==> config.mk <==
export PLATFORM = sky130hd
export DESIGN_NAME = csr_regfile
export DESIGN_NICKNAME = d
export VERILOG_FILES = /design/src/rtl/csr_regfile_pkg.sv /design/src/rtl/csr_timer.sv /design/src/rtl/csr_regfile.sv
export SDC_FILE = /design/constraint.sdc
export NUM_CORES = 1
export LEC_CHECK = 0
export BUFFER_PORTS_ARGS = -buffer_cell sky130_fd_sc_hd__buf_4
export CORE_MARGIN = 2
export CORE_UTILIZATION = 50
export CTS_CLUSTER_DIAMETER = 40
export DETAILED_ROUTE_END_ITERATION = 12
export PLACE_DENSITY = 0.73
export SLEW_MARGIN = 20
export SYNTH_ARGS = -nofsm -noshare
export SYNTH_HDL_FRONTEND = slang
export SYNTH_SLANG_ARGS = --single-unit
==> constraint.sdc <==
create_clock -name clk -period 6.95 [get_ports clk]
set_clock_uncertainty 0.15 [all_clocks]
set_input_delay 0.3475 -clock clk [delete_from_list [all_inputs] [get_ports clk]]
set_output_delay 0.3475 -clock clk [all_outputs]
set_load 0.01 [all_outputs]
==> src/rtl/csr_regfile_pkg.sv <==
// Shared definitions for the LoongArch32 CSR register file:
// CSR numbers, software-writable field masks, field bit positions,
// the exception codes that latch BADV, and the masked-write helper.
package csr_regfile_pkg;

  typedef logic [13:0] csr_num_t;

  // CSR numbers
  localparam csr_num_t CSR_CRMD   = 14'h0000;
  localparam csr_num_t CSR_PRMD   = 14'h0001;
  localparam csr_num_t CSR_ECFG   = 14'h0004;
  localparam csr_num_t CSR_ESTAT  = 14'h0005;
  localparam csr_num_t CSR_ERA    = 14'h0006;
  localparam csr_num_t CSR_BADV   = 14'h0007;
  localparam csr_num_t CSR_EENTRY = 14'h000C;
  localparam csr_num_t CSR_SAVE0  = 14'h0030;
  localparam csr_num_t CSR_SAVE1  = 14'h0031;
  localparam csr_num_t CSR_SAVE2  = 14'h0032;
  localparam csr_num_t CSR_SAVE3  = 14'h0033;
  localparam csr_num_t CSR_TID    = 14'h0040;
  localparam csr_num_t CSR_TCFG   = 14'h0041;
  localparam csr_num_t CSR_TVAL   = 14'h0042;
  localparam csr_num_t CSR_TICLR  = 14'h0044;

  // Software-writable bits of each CSR (everything else reads 0)
  localparam logic [31:0] CRMD_WMASK     = 32'h0000_01FF;
  localparam logic [31:0] PRMD_WMASK     = 32'h0000_0007;
  localparam logic [31:0] ECFG_WMASK     = 32'h0000_1BFF;
  localparam logic [31:0] ESTAT_SW_WMASK = 32'h0000_0003;
  localparam logic [31:0] EENTRY_WMASK   = 32'hFFFF_FFC0;
  localparam logic [31:0] FULL_WMASK     = 32'hFFFF_FFFF;

  // Field bit positions
  localparam int CRMD_IE         = 2;
  localparam int ESTAT_ECODE_LSB = 16;
  localparam int ESTAT_ESUB_LSB  = 22;
  localparam int IS_HW_LSB       = 2;
  localparam int IS_TI           = 11;
  localparam int IS_IPI          = 12;
  localparam int TCFG_EN         = 0;
  localparam int TCFG_PERIODIC   = 1;

  // Exception codes that capture the faulting address into BADV
  localparam logic [5:0] ECODE_ADEF = 6'h08;
  localparam logic [5:0] ECODE_ALE  = 6'h09;

  // Masked write restricted to the register's writable field bits
  function automatic logic [31:0] masked_write(input logic [31:0] old,
                                               input logic [31:0] wdata,
                                               input logic [31:0] wmask,
                                               input logic [31:0] field);
    return (old & ~(wmask & field)) | (wdata & wmask & field);
  endfunction

endpackage

==> src/rtl/csr_timer.sv <==
// Constant timer: owns TCFG and TVAL.
// Ports:
//   clk, resetn      - clock, asynchronous active-low reset
//   tcfg_we          - TCFG write accepted this cycle
//   tcfg_new         - TCFG value after the masked write
//   tcfg_q, tval_q   - current TCFG / TVAL for CSR reads
//   timer_fire       - one-cycle pulse while En=1 and TVAL==0
module csr_timer
  import csr_regfile_pkg::*;
(
  input  logic        clk,
  input  logic        resetn,
  input  logic        tcfg_we,
  input  logic [31:0] tcfg_new,
  output logic [31:0] tcfg_q,
  output logic [31:0] tval_q,
  output logic        timer_fire
);

  logic [31:0] tcfg_d;
  logic [31:0] tval_d;

  // Fire is a function of registered state so ESTAT.IS[11] sets the
  // cycle after TVAL reads 0.
  assign timer_fire = tcfg_q[TCFG_EN] && (tval_q == 32'h0);

  always_comb begin
    tcfg_d = tcfg_q;
    tval_d = tval_q;
    if (tcfg_we) begin
      tcfg_d = tcfg_new;
    end
    if (tcfg_we && tcfg_new[TCFG_EN]) begin
      tval_d = {tcfg_new[31:2], 2'b00};
    end else if (tcfg_q[TCFG_EN] && (tval_q != 32'hFFFF_FFFF)) begin
      // One-shot mode wraps 0 -> FFFF_FFFF through the decrement and then stops
      if ((tval_q == 32'h0) && tcfg_q[TCFG_PERIODIC]) begin
        tval_d = {tcfg_q[31:2], 2'b00};
      end else begin
        tval_d = tval_q - 32'd1;
      end
    end
  end

  always_ff @(posedge clk or negedge resetn) begin
    if (!resetn) begin
      tcfg_q <= 32'h0;
      tval_q <= 32'hFFFF_FFFF;
    end else begin
      tcfg_q <= tcfg_d;
      tval_q <= tval_d;
    end
  end

endmodule

==> src/rtl/csr_regfile.sv <==
// LoongArch32 control/status register file.
// Ports:
//   clk, resetn                 - clock, asynchronous active-low reset
//   csr_rnum / csr_rvalue       - combinational CSR read
//   csr_we/wnum/wdata/wmask     - masked CSR write from WB
//   wb_ex, wb_ertn_flush        - exception / ertn commit from WB
//   wb_pc, wb_badv, wb_ecode,
//   wb_esubcode                 - exception commit information
//   hw_int_in, ipi_int_in       - level interrupt inputs
//   ex_entry, ertn_entry        - redirect targets for IF
//   has_int                     - enabled interrupt pending
module csr_regfile
  import csr_regfile_pkg::*;
#(
  parameter logic [31:0] TID_RESET = 32'h0
) (
  input  logic        clk,
  input  logic        resetn,
  input  logic [13:0] csr_rnum,
  output logic [31:0] csr_rvalue,
  input  logic        csr_we,
  input  logic [13:0] csr_wnum,
  input  logic [31:0] csr_wdata,
  input  logic [31:0] csr_wmask,
  input  logic        wb_ex,
  input  logic        wb_ertn_flush,
  input  logic [31:0] wb_pc,
  input  logic [31:0] wb_badv,
  input  logic [5:0]  wb_ecode,
  input  logic [8:0]  wb_esubcode,
  input  logic [7:0]  hw_int_in,
  input  logic        ipi_int_in,
  output logic [31:0] ex_entry,
  output logic [31:0] ertn_entry,
  output logic        has_int
);

  logic [31:0] crmd_q, crmd_d, prmd_q, prmd_d, ecfg_q, ecfg_d;
  logic [31:0] estat_q, estat_d, era_q, era_d, badv_q, badv_d;
  logic [31:0] eentry_q, eentry_d, tid_q, tid_d;
  logic [31:0] save_q [4];
  logic [31:0] save_d [4];
  logic [31:0] tcfg_q, tval_q;
  logic        timer_fire;
  logic        sw_we, tcfg_we, ticlr_clr;

  // Commits from WB take the whole cycle; software writes are dropped.
  assign sw_we     = csr_we && !wb_ex && !wb_ertn_flush;
  assign tcfg_we   = sw_we && (csr_wnum == CSR_TCFG);
  assign ticlr_clr = sw_we && (csr_wnum == CSR_TICLR) && csr_wdata[0] && csr_wmask[0];

  csr_timer u_timer (
    .clk        (clk),
    .resetn     (resetn),
    .tcfg_we    (tcfg_we),
    .tcfg_new   (masked_write(tcfg_q, csr_wdata, csr_wmask, FULL_WMASK)),
    .tcfg_q     (tcfg_q),
    .tval_q     (tval_q),
    .timer_fire (timer_fire)
  );

  always_comb begin
    crmd_d   = crmd_q;
    prmd_d   = prmd_q;
    ecfg_d   = ecfg_q;
    estat_d  = estat_q;
    era_d    = era_q;
    badv_d   = badv_q;
    eentry_d = eentry_q;
    tid_d    = tid_q;
    for (int i = 0; i < 4; i++) save_d[i] = save_q[i];

    if (wb_ex) begin
      prmd_d[2:0] = crmd_q[2:0];
      crmd_d[2:0] = 3'b000;
      era_d       = wb_pc;
      estat_d[ESTAT_ECODE_LSB +: 6] = wb_ecode;
      estat_d[ESTAT_ESUB_LSB +: 9]  = wb_esubcode;
      if ((wb_ecode == ECODE_ADEF) || (wb_ecode == ECODE_ALE)) begin
        badv_d = wb_badv;
      end
    end else if (wb_ertn_flush) begin
      crmd_d[2:0] = prmd_q[2:0];
    end else if (csr_we) begin
      case (csr_wnum)
        CSR_CRMD:   crmd_d   = masked_write(crmd_q, csr_wdata, csr_wmask, CRMD_WMASK);
        CSR_PRMD:   prmd_d   = masked_write(prmd_q, csr_wdata, csr_wmask, PRMD_WMASK);
        CSR_ECFG:   ecfg_d   = masked_write(ecfg_q, csr_wdata, csr_wmask, ECFG_WMASK);
        CSR_ESTAT:  estat_d  = masked_write(estat_q, csr_wdata, csr_wmask, ESTAT_SW_WMASK);
        CSR_ERA:    era_d    = masked_write(era_q, csr_wdata, csr_wmask, FULL_WMASK);
        CSR_BADV:   badv_d   = masked_write(badv_q, csr_wdata, csr_wmask, FULL_WMASK);
        CSR_EENTRY: eentry_d = masked_write(eentry_q, csr_wdata, csr_wmask, EENTRY_WMASK);
        CSR_SAVE0:  save_d[0] = masked_write(save_q[0], csr_wdata, csr_wmask, FULL_WMASK);
        CSR_SAVE1:  save_d[1] = masked_write(save_q[1], csr_wdata, csr_wmask, FULL_WMASK);
        CSR_SAVE2:  save_d[2] = masked_write(save_q[2], csr_wdata, csr_wmask, FULL_WMASK);
        CSR_SAVE3:  save_d[3] = masked_write(save_q[3], csr_wdata, csr_wmask, FULL_WMASK);
        CSR_TID:    tid_d    = masked_write(tid_q, csr_wdata, csr_wmask, FULL_WMASK);
        default: ;
      endcase
    end

    // Interrupt status is sampled every cycle regardless of commits.
    estat_d[IS_HW_LSB +: 8] = hw_int_in;
    estat_d[IS_IPI]         = ipi_int_in;
    // Timer set wins over a coincident TICLR clear.
    if (timer_fire) begin
      estat_d[IS_TI] = 1'b1;
    end else if (ticlr_clr) begin
      estat_d[IS_TI] = 1'b0;
    end
  end

  always_ff @(posedge clk or negedge resetn) begin
    if (!resetn) begin
      crmd_q   <= 32'h0000_0008;
      prmd_q   <= 32'h0;
      ecfg_q   <= 32'h0;
      estat_q  <= 32'h0;
      era_q    <= 32'h0;
      badv_q   <= 32'h0;
      eentry_q <= 32'h0;
      tid_q    <= TID_RESET;
      for (int i = 0; i < 4; i++) save_q[i] <= 32'h0;
    end else begin
      crmd_q   <= crmd_d;
      prmd_q   <= prmd_d;
      ecfg_q   <= ecfg_d;
      estat_q  <= estat_d;
      era_q    <= era_d;
      badv_q   <= badv_d;
      eentry_q <= eentry_d;
      tid_q    <= tid_d;
      for (int i = 0; i < 4; i++) save_q[i] <= save_d[i];
    end
  end

  always_comb begin
    case (csr_rnum)
      CSR_CRMD:   csr_rvalue = crmd_q;
      CSR_PRMD:   csr_rvalue = prmd_q;
      CSR_ECFG:   csr_rvalue = ecfg_q;
      CSR_ESTAT:  csr_rvalue = estat_q;
      CSR_ERA:    csr_rvalue = era_q;
      CSR_BADV:   csr_rvalue = badv_q;
      CSR_EENTRY: csr_rvalue = eentry_q;
      CSR_SAVE0:  csr_rvalue = save_q[0];
      CSR_SAVE1:  csr_rvalue = save_q[1];
      CSR_SAVE2:  csr_rvalue = save_q[2];
      CSR_SAVE3:  csr_rvalue = save_q[3];
      CSR_TID:    csr_rvalue = tid_q;
      CSR_TCFG:   csr_rvalue = tcfg_q;
      CSR_TVAL:   csr_rvalue = tval_q;
      default:    csr_rvalue = 32'h0;
    endcase
  end

  assign ex_entry   = {eentry_q[31:6], 6'b0};
  assign ertn_entry = era_q;
  assign has_int    = crmd_q[CRMD_IE] && |(estat_q[12:0] & ecfg_q[12:0]);

endmodule
# Word-level counts from Yosys, hierarchy flattened

Index checks and enable logic that the tools add are counted.

Bits in registers: 448
Input port bits: 185
Output and inout port bits: 97
Word-level logic and storage cells: 161

Add/sub/neg operators: 1
Equality and inequality tests: 33
Muxes and demuxes: 28
Bitwise gates (word level): 36
Reduce and logical (&&, ||, !) cells: 44

Operators with widths:

| operator              | count |
|---|---|
| $and 32x32->32        | 14 |
| $pmux 32 s14          | 1 |
| $mux 32               | 12 |
| $or 32x32->32         | 9 |
| $eq 14x3->1 const B   | 8 |
| $eq 14x6->1 const B   | 8 |
| $mux 31               | 3 |
| $eq 14x7->1 const B   | 6 |
| $not 32->32           | 2 |
| $reduce_and 4->1      | 12 |
| $logic_not 32->1      | 1 |
| $ne 32x32->1 const B  | 1 |
| $not 13->32           | 1 |
| $not 2->32            | 1 |
| $not 3->32            | 1 |
| $not 9->32            | 1 |
| $or 32x13->32         | 1 |
| $or 32x2->32          | 1 |
| $or 32x3->32          | 1 |
| $or 32x9->32          | 1 |
| $sub 32x1->32 const B | 1 |
| $eq 14x1->1 const B   | 2 |
| $eq 14x4->1 const B   | 2 |
| $logic_not 14->1      | 2 |
| other kinds (18)      | 50 |

# Logic depth before layout (Yosys ltp)

Word-level depth: 9
Depth in mapped cells: 10
Gate-level depth less buffers: 8

# Cells and area by module

From an unflattened synthesis, not the netlist that was laid out.

Cell total of the unflattened synthesis: 2080
Area, all modules: 20763.7 µm²

Modules (own cells, without submodules):

| module      | times used | cells an instance | area an instance (µm²) | seq. area each (µm²) |
|---|---|---|---|---|
| csr_regfile | 1          | 1704              | 17123.9                | 7533.5 |
| csr_timer   | 1          | 376               | 3639.7                 | 1641.6 |

# Least setup slack after synthesis

No wires, ideal clock.

Path kind: register -> register
Start: register u_timer.tval_q[0]
End: register u_timer.tval_q[30]
Library setup time: 0.081 ns
Data arrival time: 2.472 ns
Data required time: 6.719 ns
Path slack: 4.247 ns
Stages on the path, launching flop included: 9
Buffers on the path: 1
Period minus slack after synthesis: 2.703 ns
Cells stage by stage: dfstp_2 > inv_1 > ha_1 > nor4b_1 > nand4_1 > or3_1 > buf_2 > o41a_1 > a32oi_1

Longest elaborated chain between the ends: 5
Elaborated cells on any way between the ends: 9
Those cells by class: 1 x add/sub; 1 x eq/ne; 3 x mux; 4 x reduce/logical

Ends and longest elaborated chain:

| item                                                  | line            | source |
|---|---|---|
| start, declared                                       | csr_timer.sv:16 | `output logic [31:0] tval_q,` |
| start signal, assigned                                | csr_timer.sv:51 | `tval_q <= tval_d;` |
| branches (longest 5 deep; another with $sub 32x1->32) | --              |  |

Several ways; the timed one is not identified. The select of a mux whose other input is x is not followed.
A chain may end at the register's enable or synchronous reset.

# Worst setup path in the final report

Start: input csr_rnum[0]
End: output csr_rvalue[30]

Longest elaborated chain between the ends: 2
Elaborated cells on any way between the ends: 15
Those cells by class: 13 x eq/ne; 1 x mux; 1 x reduce/logical

Ends and longest elaborated chain:

| item                                | line               | source |
|---|---|---|
| start, declared                     | csr_regfile.sv:19  | `input logic [13:0] csr_rnum,` |
| $eq 14x7->1 (tied with other cells) | csr_regfile.sv:138 | `case (csr_rnum)` |
| $pmux 32 s14 (*)                    | csr_regfile.sv:138 |  |
| end, declared                       | csr_regfile.sv:20  | `output logic [31:0] csr_rvalue,` |

Every way passes the cells marked *; elsewhere a longest branch is shown, timed or not.

==> results by group <==
Drt
  • Via count: 18400
  • 1st-iter DRT viols: 1842
  • WL/cell: 22.54 µm
  • Via density: 6.203
  • Total Routed Length: 66840 µm
  • DRC viols: 0
  • Post-route antenna net violation count: 0
  • Drt pass-1 iters: 6

Logic synthesis
  • Post-synth EDFFs: 0
  • Adder-cell share of the synthesized area: 0.1251%
  • Multiplexer share of the synthesized area: 19.99%
  • Synth Area in Compound Gates: 14.37%
  • Synth Flop Type: dfrtp_1
  • Seq/Total Area, Yosys: 45.87%
  • Synthesized flop and latch total: 365
  • Async SR Flop Fraction: 100.0%
  • Post-synthesis cell type count: 71
  • Simple-gate share of the synthesized area: 14.90%
  • Gate Count Post-Synth: 2006
  • Mapped Area: 0.02000 mm²
  • Xor-xnor portion of the synthesized cell area: 0.5254%
  • Synth Warn #: 0
  • Syn Area/Cell: 9.972 µm²
  • Combinational family with the most area after synthesis: multiplexers

Worst hold path
  • HP Class: in2reg
  • Hold Crit Start: wb_ex
  • Hold depth: 2

Clock tree
  • Clock Path Buffers: 3
  • H-tree depth: 2
  • Clock transition at path regs: 0.06 ns
  • Clk_lat worst skew: 0.62 ns
  • Post-CTS Hold Buffers: 205
  • Clk sinks: 365
  • Total CTS buffers: 59
  • Clk root buf: clkbuf_16
  • Post-cts resize count: 0
  • Postcts setup bufs: 0
  • CTS tree: done

Timing
  • RSZ-0062 raised after global routing: no
  • Hold slack final: 0.02721 ns
  • Final period util: 53.11%
  • Slew Limit Fails: 0
  • Worst Tran Pin Value: 1.029 ns
  • Min Tclk post-route: 3.691 ns
  • Slew HR: 31.42%
  • Final Hold Viols: 0
  • Final setup viols: 0
  • Final worst setup slack: 3.259 ns
  • Setup TNS: 0 ns
  • Fmax achieved: 0.2709 GHz

Cells and area
  • Fin nets: 2576
  • Share of layout cells above drive strength 1: 29.51%
  • Commonest non-fill, non-tap cells in the layout: nand2_1 (366), dfrtp_1 (332), buf_4 (300), mux2_2 (244), dlygate4sd3_1 (205)
  • Syn-to-layout area delta: 32.47%
  • Most common cell after layout, fill and taps aside: nand2_1
  • Finished Core Util: 66.85%

Worst setup path
  • CP Data Required Time: 6.45 ns
  • Worst reg2reg setup slack: 3.45 ns
  • Arr. time, crit path: 3.19 ns
  • Worst Setup Start Kind: input pin
  • CP endpoint kind: output pin
  • Critical path peak fanout: 44
  • Worst R2R Start: u_timer.tval_q[0]
  • CP Class: in2out
  • Worst reg2reg endpoint: u_timer.tval_q[13]
  • R2R depth: 7

Die
  • Rows: 73
  • Die H: 204.0 µm
  • Die area: 0.04162 mm²
  • Die Width: 204.0 µm
  • # IOs: 282
  • Initial Util: 50.46%
  • Core area: 0.03964 mm²

Placement
  • Post-Place Worst Slack: 3.331 ns
  • DP HPWL: 39720 µm
  • Routability cong.: 0.8461
  • Count of input and output buffers: 275

GRT
  • Largest net degree at the start of global routing: 171
  • First-pass GRT wire length: 105100 µm
  • Total Routing Usage GR: 32.00%
  • Initial antenna violation count: 2
  • Congestion Overflow GR: 0
  • Vias in the first global route: 19090

Flow run
  • Max capacitance violation total: 0

Outcome
  • Run status: finished clean

Pwr
  • Leakage: 0.01204 µW
  • Final Power: 6183 µW
  • Max VDD drop: 178.8 µV
  • PD cells: 233.3 mW/mm²
## worst max path at each step
stage / endpoint / from / cells after the start / slack, ns
2_1_floorplan: u_timer.tval_q[30] / u_timer.tval_q[0] / 8 / 4.25
3_3_place_gp: register / csr_wnum[9] / 7 / 3.36
3_5_place_dp: csr_rvalue[27] / csr_rnum[0] / 9 / 3.33
4_1_cts: csr_rvalue[30] / csr_rnum[0] / 9 / 3.30
5_1_grt: u_timer.tval_q[13] / u_timer.tval_q[0] / 7 / 3.17
6_report: csr_rvalue[30] / csr_rnum[0] / 9 / 3.26
## stage by stage
step | instances | area, µm²
2_1_floorplan | 2011 | 20020
3_3_place_gp | 2647 | 22250
3_5_place_dp | 2648 | 22260
4_1_cts | 2965 | 26500
5_1_grt | 2966 | 26500
6_report | 2966 | 26500
## cells by family after synthesis
kind of cell    Yosys count
compound gates          439
simple gates            632
xor+xnor                 12
mux                     351
other cells               1
fa+ha+maj                 2
buf+inv                 204
flops                   365
## power by group
part           internal [µW]  switching [µW]
Sequential              2230            93.2
Clock                   2100            1140
Combinational            299             326
Total                   4620            1560
## layer usage
| layer | GRT usage, % | vias to the layer above | wire, µm |
|---|---|---|---|
| met2 | 53.24 | 863 | 32680 |
| met5 | 0 | - | 11 |
| met4 | 14.31 | 2 | 2800 |
| met1 | 40.93 | 9287 | 26240 |
| li1 | - | 8037 | - |
| met3 | 5.724 | 210 | 5105 |
## cell usage after synthesis, types with 13 or more instances
cell,instances,share of area [%]
nand2_1,366,6.9
dfrtp_1,332,42
mux2_2,244,14
clkbuf_1,103,1.9
o21ai_0,102,2.6
a21oi_1,89,2.2
nor2_1,78,1.5
a22oi_1,71,2.7
mux2i_1,71,3.6
a31oi_1,46,1.4
buf_1,46,0.86
nor2b_1,39,1.2
a222oi_1,37,1.9
dfstp_2,33,4.3
buf_2,32,0.80
and3b_1,27,1.2
mux2_1,24,1.4
nand3_1,22,0.55
o2111ai_1,16,0.70
nand4_1,15,0.47
o211ai_1,14,0.53
o21ai_1,14,0.35
or3_1,14,0.44
inv_1,13,0.24
## critical path, cell delays in order
cell and delay (ns):
buf_4 0.41, buf_4 0.79, nor2_1 0.14, nand2_1 0.16, nor2_2 0.04, buf_4 0.29, a222oi_1 0.50, o2111ai_1 0.26
buf_4 0.23
## final cells by class
cell class | count | area (µm²)
fillers | 2901 | 13140
multi-input cells | 1442 | 10080
flip-flops and latches | 365 | 9175
repair buffers | 508 | 4350
clock buffers | 73 | 1589
well taps | 525 | 656.9
clock inverters | 39 | 600.6
inverters | 13 | 48.80
diodes | 1 | 2.502
Note: power is estimated with default switching activity, not from simulation.
